`src/rtl/seg_scan_driver_if.sv`:
```
// rtl/seg_scan_driver_if.sv - shadow-register load bus for the segment scan driver
interface seg_scan_driver_if #(
    parameter int NUM_DIGITS = 8
);
    logic                    load;
    logic [4*NUM_DIGITS-1:0] digits_in;
    logic [NUM_DIGITS-1:0]   blank_mask;
    logic [NUM_DIGITS-1:0]   blink_mask;
    logic [NUM_DIGITS-1:0]   dp_mask;
    logic                    lz_en;

    modport master (
        output load, digits_in, blank_mask, blink_mask, dp_mask, lz_en
    );

    modport slave (
        input  load, digits_in, blank_mask, blink_mask, dp_mask, lz_en
    );
endinterface

```
`src/rtl/seg_scan_driver.sv`:
```
// rtl/seg_scan_driver.sv - time-multiplexed multi-digit 7-segment scan driver
module seg_scan_driver #(
    parameter int NUM_DIGITS    = 8,
    parameter int SCAN_DIV      = 100000,
    parameter int DEAD_CYC      = 1000,
    parameter int BLINK_DIV     = 50,
    parameter bit AN_ACTIVE_LOW = 1'b0
) (
    input  logic                          clk,
    input  logic                          rst,
    seg_scan_driver_if.slave              bus,
    output logic [7:0]                    seg_out,
    output logic [NUM_DIGITS-1:0]         an,
    output logic [$clog2(NUM_DIGITS)-1:0] scan_idx,
    output logic                          frame_start
);
    localparam int IW = $clog2(NUM_DIGITS);
    localparam int CW = $clog2(SCAN_DIV);
    localparam int FW = (BLINK_DIV > 1) ? $clog2(BLINK_DIV) : 1;
    localparam logic [CW-1:0]         CNT_LAST = CW'(SCAN_DIV - 1);
    localparam logic [CW-1:0]         DEAD_END = CW'(DEAD_CYC);
    localparam logic [IW-1:0]         IDX_LAST = IW'(NUM_DIGITS - 1);
    localparam logic [FW-1:0]         FRM_LAST = FW'(BLINK_DIV - 1);
    localparam logic [NUM_DIGITS-1:0] AN_OFF   = {NUM_DIGITS{AN_ACTIVE_LOW}};

    logic [CW-1:0]           cnt;
    logic [FW-1:0]           frame_cnt;
    logic                    blink_phase;
    logic [4*NUM_DIGITS-1:0] sh_digits;
    logic [NUM_DIGITS-1:0]   sh_blank;
    logic [NUM_DIGITS-1:0]   sh_blink;
    logic [NUM_DIGITS-1:0]   sh_dp;
    logic                    sh_lz;

    logic [3:0]              code;
    logic [NUM_DIGITS-1:0]   lz_blank;
    logic [7:0]              seg_next;
    logic [NUM_DIGITS-1:0]   an_next;
    logic                    slot_end;
    logic                    wrap;

    function automatic logic [7:0] glyph(input logic [3:0] c);
        case (c)
            4'h0:    glyph = 8'hFC;
            4'h1:    glyph = 8'h60;
            4'h2:    glyph = 8'hDA;
            4'h3:    glyph = 8'hF2;
            4'h4:    glyph = 8'h66;
            4'h5:    glyph = 8'hB6;
            4'h6:    glyph = 8'hBE;
            4'h7:    glyph = 8'hE0;
            4'h8:    glyph = 8'hFE;
            4'h9:    glyph = 8'hE6;
            4'hA:    glyph = 8'h02;
            default: glyph = 8'h00;
        endcase
    endfunction

    assign slot_end = (cnt == CNT_LAST);
    assign wrap     = slot_end && (scan_idx == IDX_LAST);
    assign code     = sh_digits[{scan_idx, 2'b00} +: 4];

    // Walk down from the most significant digit; the run of zeros ends at the first non-zero code.
    always_comb begin : lz_scan
        logic run;
        lz_blank = '0;
        run      = sh_lz;
        for (int k = NUM_DIGITS - 1; k >= 1; k--) begin
            run         = run && (sh_digits[4*k +: 4] == 4'h0);
            lz_blank[k] = run;
        end
    end

    always_comb begin
        seg_next = 8'h00;
        an_next  = '0;
        if (cnt >= DEAD_END) begin
            an_next  = {{(NUM_DIGITS-1){1'b0}}, 1'b1} << scan_idx;
            seg_next = glyph(code) | {7'b0, sh_dp[scan_idx]};
            if (sh_blank[scan_idx] || lz_blank[scan_idx] ||
                (sh_blink[scan_idx] && !blink_phase)) begin
                seg_next = 8'h00;
            end
        end
    end

    always_ff @(posedge clk) begin
        if (rst) begin
            cnt         <= '0;
            scan_idx    <= '0;
            frame_start <= 1'b0;
            frame_cnt   <= '0;
            blink_phase <= 1'b1;
            seg_out     <= 8'h00;
            an          <= AN_OFF;
        end else begin
            cnt         <= slot_end ? '0 : cnt + 1'b1;
            frame_start <= wrap;
            if (slot_end) begin
                scan_idx <= (scan_idx == IDX_LAST) ? '0 : scan_idx + 1'b1;
            end
            // Counting the registered pulse lands the blink toggle in digit 0's dead time.
            if (frame_start) begin
                if (frame_cnt == FRM_LAST) begin
                    frame_cnt   <= '0;
                    blink_phase <= ~blink_phase;
                end else begin
                    frame_cnt <= frame_cnt + 1'b1;
                end
            end
            seg_out <= seg_next;
            an      <= an_next ^ AN_OFF;
        end
    end

    always_ff @(posedge clk) begin
        if (rst) begin
            sh_digits <= {NUM_DIGITS{4'hB}};
            sh_blank  <= '0;
            sh_blink  <= '0;
            sh_dp     <= '0;
            sh_lz     <= 1'b0;
        end else if (bus.load) begin
            sh_digits <= bus.digits_in;
            sh_blank  <= bus.blank_mask;
            sh_blink  <= bus.blink_mask;
            sh_dp     <= bus.dp_mask;
            sh_lz     <= bus.lz_en;
        end
    end
endmodule

```
`src/flat_wrapper.sv`:
```
// flat-port wrapper written by rule: the top's interface ports become plain ports
module seg_scan_driver_flat 
#(
    parameter int NUM_DIGITS    = 8,
    parameter int SCAN_DIV      = 100000,
    parameter int DEAD_CYC      = 1000,
    parameter int BLINK_DIV     = 50,
    parameter bit AN_ACTIVE_LOW = 1'b0
)
  (clk, rst, seg_out, an, scan_idx, frame_start, bus_load, bus_digits_in, bus_blank_mask, bus_blink_mask, bus_dp_mask, bus_lz_en);
  seg_scan_driver_if #(.NUM_DIGITS(NUM_DIGITS)) bus_i ();
  input  logic clk;
  input  logic rst;
  output logic [7:0] seg_out;
  output logic [NUM_DIGITS-1:0] an;
  output logic [$clog2(NUM_DIGITS)-1:0] scan_idx;
  output logic frame_start;
  input wire logic [$bits(bus_i.load)-1:0] bus_load;
  input wire logic [$bits(bus_i.digits_in)-1:0] bus_digits_in;
  input wire logic [$bits(bus_i.blank_mask)-1:0] bus_blank_mask;
  input wire logic [$bits(bus_i.blink_mask)-1:0] bus_blink_mask;
  input wire logic [$bits(bus_i.dp_mask)-1:0] bus_dp_mask;
  input wire logic [$bits(bus_i.lz_en)-1:0] bus_lz_en;
  assign bus_i.load = bus_load;
  assign bus_i.digits_in = bus_digits_in;
  assign bus_i.blank_mask = bus_blank_mask;
  assign bus_i.blink_mask = bus_blink_mask;
  assign bus_i.dp_mask = bus_dp_mask;
  assign bus_i.lz_en = bus_lz_en;
  seg_scan_driver #(.NUM_DIGITS(NUM_DIGITS), .SCAN_DIV(SCAN_DIV), .DEAD_CYC(DEAD_CYC), .BLINK_DIV(BLINK_DIV), .AN_ACTIVE_LOW(AN_ACTIVE_LOW)) u_core (.clk(clk), .rst(rst), .bus(bus_i), .seg_out(seg_out), .an(an), .scan_idx(scan_idx), .frame_start(frame_start));
endmodule
```
`config.mk`:
```
export PLATFORM = sky130hd
export DESIGN_NAME = seg_scan_driver_flat
export DESIGN_NICKNAME = d
export VERILOG_FILES = /design/src/rtl/seg_scan_driver_if.sv /design/src/rtl/seg_scan_driver.sv /design/src/flat_wrapper.sv
export SDC_FILE = /design/constraint.sdc
export NUM_CORES = 1
export LEC_CHECK = 0
export ABC_AREA = 1
export CELL_PAD_IN_SITES_DETAIL_PLACEMENT = 1
export CELL_PAD_IN_SITES_GLOBAL_PLACEMENT = 1
export CORE_ASPECT_RATIO = 1.1
export CORE_MARGIN = 4
export CORE_UTILIZATION = 38
export DETAILED_ROUTE_END_ITERATION = 10
export PLACE_DENSITY = 0.83
export SYNTH_ARGS = -nofsm -noshare
export SYNTH_HDL_FRONTEND = slang
export SYNTH_SLANG_ARGS = --single-unit
```
`constraint.sdc`:
```
create_clock -name clk -period 2.3 [get_ports clk]
set_clock_uncertainty 0.1 [all_clocks]
set_input_delay 0.23 -clock clk [delete_from_list [all_inputs] [get_ports clk]]
set_output_delay 0.23 -clock clk [all_outputs]
set_load 0.02 [all_outputs]
```
==> qor.yml <==
routing:
  wl_per_cell_um: 15.6
  first_iter_violations: 163
  via_count: 4472
  first_pass_iters: 4
  avgViaCountPerCell: 5.03
  drtAntennaViolNets: 0
  drc: 0
  drt_wl_total_um: 13900
sta:
  finalSetupViolCount: 0
  final_hold_viol_count: 0
  finalCritPeriodShare_pct: 90.0
  rsz0062_at_grt: "false"
  final.setup.tns_ps: 0
  period_needed_ps: 2070
  relSlewSlack_pct: 67.9
  worst_pin_slew_ps: 482
  slew_viol_final: 0
  clock.fmax_ghz: 0.483
floorplanning:
  initial_core_util_pct: 38.9
  dieArea_um2: 14200
  placementRows: 42
  die_h_um: 124
  core_um2: 12000
  die_w_um: 114
  io_pins: 80
synthesis:
  synth_area_um2: 4680
  synth-edff-count: 0
  ys_dominant_reg_cell: "dfxtp_1"
  syn_nets: 731
  syn_inst: 656
  yosysWarningCount: 0
  synthArstFlopShare_pct: 0
  seq_area_frac_synth_pct: 43.2
  synth_cell_types: 38
  avgSynthCellArea_um2: 7.13
  ys_ff_latch: 101
critical_path:
  r2r_slack_ps: 230
  start_kind: "register"
  cp-end-kind: "register"
  cp-endpoint: "u_core.seg_out[4]"
  critPathKind: "register to register"
  r2r_cells: 13
  worstPathArrival_ps: 2220
  required_ps: 2450
  cp_max_fo: 17
  reg2reg_to: "u_core.seg_out[4]"
  rr_startpoint: "u_core.scan_idx[0]"
  startpoint: "u_core.scan_idx[0]"
grt:
  grt_pass1_wl_um: 23600
  grt_pass1_vias: 4884
  grt_max_degree: 59
  antenna_found_initial: 0
  grtUsageTotal_pct: 20.5
  gr-total-overflow: 0
placement:
  port-buffer-count: 79
  gp_congestion: 0.878
  dp.final_hpwl_um: 10400
clock_network:
  cts_made_buffers: 9
  cts_resized: 0
  cts_sinks: 101
  clockBufferDepth: 2
  post_cts_buffers: 0
  cts_tree: "yes"
  ctsHoldBuffers: 0
  clk_pin_slew_worst_paths_ps: 70
  clock_latency_ps: 360
  clockRootBuffer: "clkbuf_16"
  htree_levels: 3
pwr:
  ir_worst_vdd_v: 0.000324
  finalPower_mw: 3.62
  leakage_nw: 2.48
  p_per_area_nw_per_um2: 615
layout:
  drive_gt1_share_pct: 6.67
  fin_nets: 805
  num_antenna_cells: 0
  syn_to_final_growth_pct: 25.8
worst_hold_path:
  hold_path_startpoint: "bus_digits_in[12]"
  hold_path_class: "primary input to register"
status:
  status: "completed"
run:
  cap_violations: 0
[worst min path at each step]
stage                                end  slack [ps]  cells past startpoint
floorplan            u_core.sh_digits[0]         260                      2
global placement           u_core.cnt[0]         330                      1
detailed placement         u_core.cnt[0]         350                      1
CTS                   u_core.sh_blank[7]         350                      3
global route        u_core.sh_digits[20]         360                      3
finish              u_core.sh_digits[12]         350                      3
[placed cells by master, fill, tap and decap left out, types with 2 or more instances in the layout]
| cell type | n |
|---|---|
| clkbuf_16 | 9 |
| nand4_1 | 9 |
| nand2_2 | 6 |
| o21ai_0 | 64 |
| nand3_1 | 42 |
| o22ai_1 | 2 |
| a21oi_1 | 55 |
| clkinv_2 | 3 |
| nand3_2 | 2 |
| o211ai_1 | 4 |
| nand2_1 | 127 |
| nor2_1 | 95 |
| inv_1 | 70 |
| nor3_1 | 5 |
| dfxtp_1 | 100 |
| ha_1 | 15 |
| clkdlybuf4s50_1 | 79 |
| nor3b_1 | 2 |
| inv_2 | 2 |
| clkinvlp_4 | 2 |
| nor2_2 | 2 |
| buf_4 | 14 |
| xor2_1 | 6 |
| xnor2_1 | 2 |
[Yosys cell counts (2+ instances only)]
cell type / count / area, µm²
a21oi_1: 55 / 275
buf_2: 4 / 20.0
buf_6: 4 / 45.0
clkbuf_1: 21 / 78.8
dfxtp_1: 101 / 2020
ha_1: 15 / 188
inv_1: 70 / 263
inv_2: 2 / 7.51
nand2_1: 127 / 477
nand2_2: 6 / 37.5
nand3_1: 42 / 210
nand3_2: 2 / 20.0
nand4_1: 9 / 56.3
nor2_1: 95 / 357
nor2_2: 2 / 12.5
nor3_1: 5 / 25.0
nor3b_1: 2 / 15.0
o211ai_1: 4 / 30.0
o21ai_0: 64 / 320
o22ai_1: 2 / 12.5
xnor2_1: 2 / 17.5
xor2_1: 6 / 52.6
[registers in the layout, indices dropped and copies added, names as in the netlist]
name	cells
u_core.an	8
u_core.blink_phase	1
u_core.cnt	17
u_core.frame_cnt	6
u_core.frame_start	1
u_core.scan_idx	3
u_core.seg_out	8
u_core.sh_blank	8
u_core.sh_blink	8
u_core.sh_digits	32
u_core.sh_dp	8
u_core.sh_lz	1
[layout make-up]
class | count | area, µm²
fillers | 1541 | 6150
multi-input cells | 452 | 2230
flip-flops and latches | 101 | 2020
repair buffers | 93 | 896
inverters | 73 | 274
clock buffers | 10 | 229
well taps | 154 | 193
clock inverters | 6 | 38.8
[cell families after synthesis]
kind of cell | Yosys count | share of synthesized area, %
flip-flops | 101 | 43.2
AND/OR/NAND/NOR | 297 | 27.5
adder cells (fa/ha/maj) | 15 | 4.01
XOR/XNOR | 8 | 1.50
buffers and inverters | 103 | 9.09
AO/OA/AOI/OAI | 132 | 14.7
[layer usage]
metal	vias to the layer above	track usage, %	share of wire (%)
met1	2116	24.1	42
met5	-	0	0
met3	28	4.13	3.5
met4	0	6.43	1.9
met2	73	36.9	52
li1	2255	-	-
[critical path, stage by stage, from the launching register on]
cell	delay (ps)
dfxtp_1	350
buf_4	230
inv_2	140
nand2_1	90
o211ai_1	80
nand2_1	80
nand2_1	50
nand2_1	130
inv_1	120
ha_1	320
nand2_1	80
nand2_1	60
nor2_1	90
nor2_1	50
[power by group]
group          total (mW)  leakage, nW  internal (mW)  switching [mW]
registers            1.86        0.830           1.82          0.0375
logic               0.363         1.52          0.167           0.196
clock network        1.40        0.129          0.732           0.667
[metrics by stage]
stage | hold WS [ps] | setup WS, ps | instance area, µm² | instances | util [%]
3_5_place_dp | 347 | 239 | 5620 | 873 | 46.7
4_1_cts | 353 | 214 | 5880 | 889 | 48.9
3_3_place_gp | 328 | 350 | 5620 | 873 | 46.7
6_report | 354 | 230 | 5890 | 889 | 48.9
2_1_floorplan | 256 | 275 | 4680 | 656 | -
5_1_grt | 362 | 27.7 | 5890 | 889 | 48.9
No activity file was read; power rests on OpenSTA's default activity.
==> variant: new RTL, same flow settings <==
Remove the register `seg_out`: a continuous assignment takes its place, so the output `seg_out` follows one clock earlier.
--- a/src/rtl/seg_scan_driver.sv
+++ b/src/rtl/seg_scan_driver.sv
@@ -93,3 +93,2 @@
             blink_phase <= 1'b1;
-            seg_out     <= 8'h00;
             an          <= AN_OFF;
@@ -110,3 +109,2 @@
             end
-            seg_out <= seg_next;
             an      <= an_next ^ AN_OFF;
@@ -114,2 +112,4 @@
     end
+
+    assign seg_out = seg_next;
 
Check against the original RTL: no difference found for any inputs over 10 cycles, from zero or initial values and one cycle with rst high; that may be too few to reach the edited logic, so the function may still have changed.
==> variant against the original RTL <==
The run now ends with negative setup slack left; final area increased by 6.3%; total power increased by 4.4%; sequential cell count decreased by 8; register-to-register slack improved by 0.10 ns; worst setup slack got worse by 0.51 ns; die area decreased by 4.8%; non-clock buffer count increased by 30; wire length increased by 8.7%; synthesized cell count decreased by 0.46%; synthesized area decreased by 5.1%; combinational power increased by 24%; largest cell class unchanged.
==> variant: results <==
set metrics [dict create \
    min_from "bus_digits_in[19]" \
    status "finished with violations" \
    yosys-top-cells-count "127 x nand2_1, 123 x nor2_1, 93 x dfxtp_1" \
    pwr-share-comb 0.119 \
    fin_setup_tns_ns -1.52 \
    setup_viol 8 \
    p_sw_mw 0.931 \
    ff2ff_setup_slack_ns 0.33 \
    wl_met1_um 6310 \
    violations "negative setup slack" \
    fillers 1460 \
    reg2reg_to "u_core.cnt[14]$_SDFF_PP0_" \
    met2_usage 0.417 \
    vias 4587 \
    worst_hold_slack_ns 0.352 \
    worstMarginPinSlew_ns 0.547 \
    route.met2.wl_um 7890 \
    drive_gt1_frac 0.165 \
    drt-total-wl_um 15100 \
    grt_pass1_vias 4910 \
    ir_drop_uv 728 \
    grtUsageMet3 0.0494 \
    slowest_stage "dfxtp_4" \
    wl_met3_um 480 \
    grt_pass1_wl_um 24200 \
    gp_congestion 0.863 \
    arrival_ns 2.25 \
    crit_fanout 9 \
    r2r_start "u_core.cnt[0]$_SDFF_PP0_" \
    synth_cell_type_count 35 \
    worst_slack_ns -0.278 \
    synth_area_leaders "dfxtp_1 42%, nand2_1 11%, nor2_1 10%" \
]
## variant: cell count changes after synthesis, moves of 8 or more
cell     delta
a21oi_1    -16
dfxtp_1     -8
nor2_1     +28
o21ai_0    -10
o21ai_1     +9
## variant: layout make-up
class	count	area share
Multi-Input combinational cell	458	0.385
Sequential cell	93	0.299
Timing Repair Buffer	123	0.191
Inverter	72	0.0448
Clock buffer	9	0.0360
Tap cell	150	0.0300
Clock inverter	7	0.0142
## variant: cell families after synthesis
| family | count (synthesis) | share of synthesized area |
|---|---|---|
| AND/OR/NAND/NOR | 325 | 0.304 |
| AO/OA/AOI/OAI | 113 | 0.133 |
| buffers and inverters | 102 | 0.0921 |
| adder cells (fa/ha/maj) | 14 | 0.0394 |
| flip-flops | 93 | 0.419 |
| XOR/XNOR | 6 | 0.0118 |
## variant: repair_timing
item	4_1_cts	5_1_grt
endpoints found under the setup margin	8	8
setup buffers	2	4
pin swaps	33	12
hold endpoints to repair	0	0
resized for setup	79	35
gates cloned	1	0
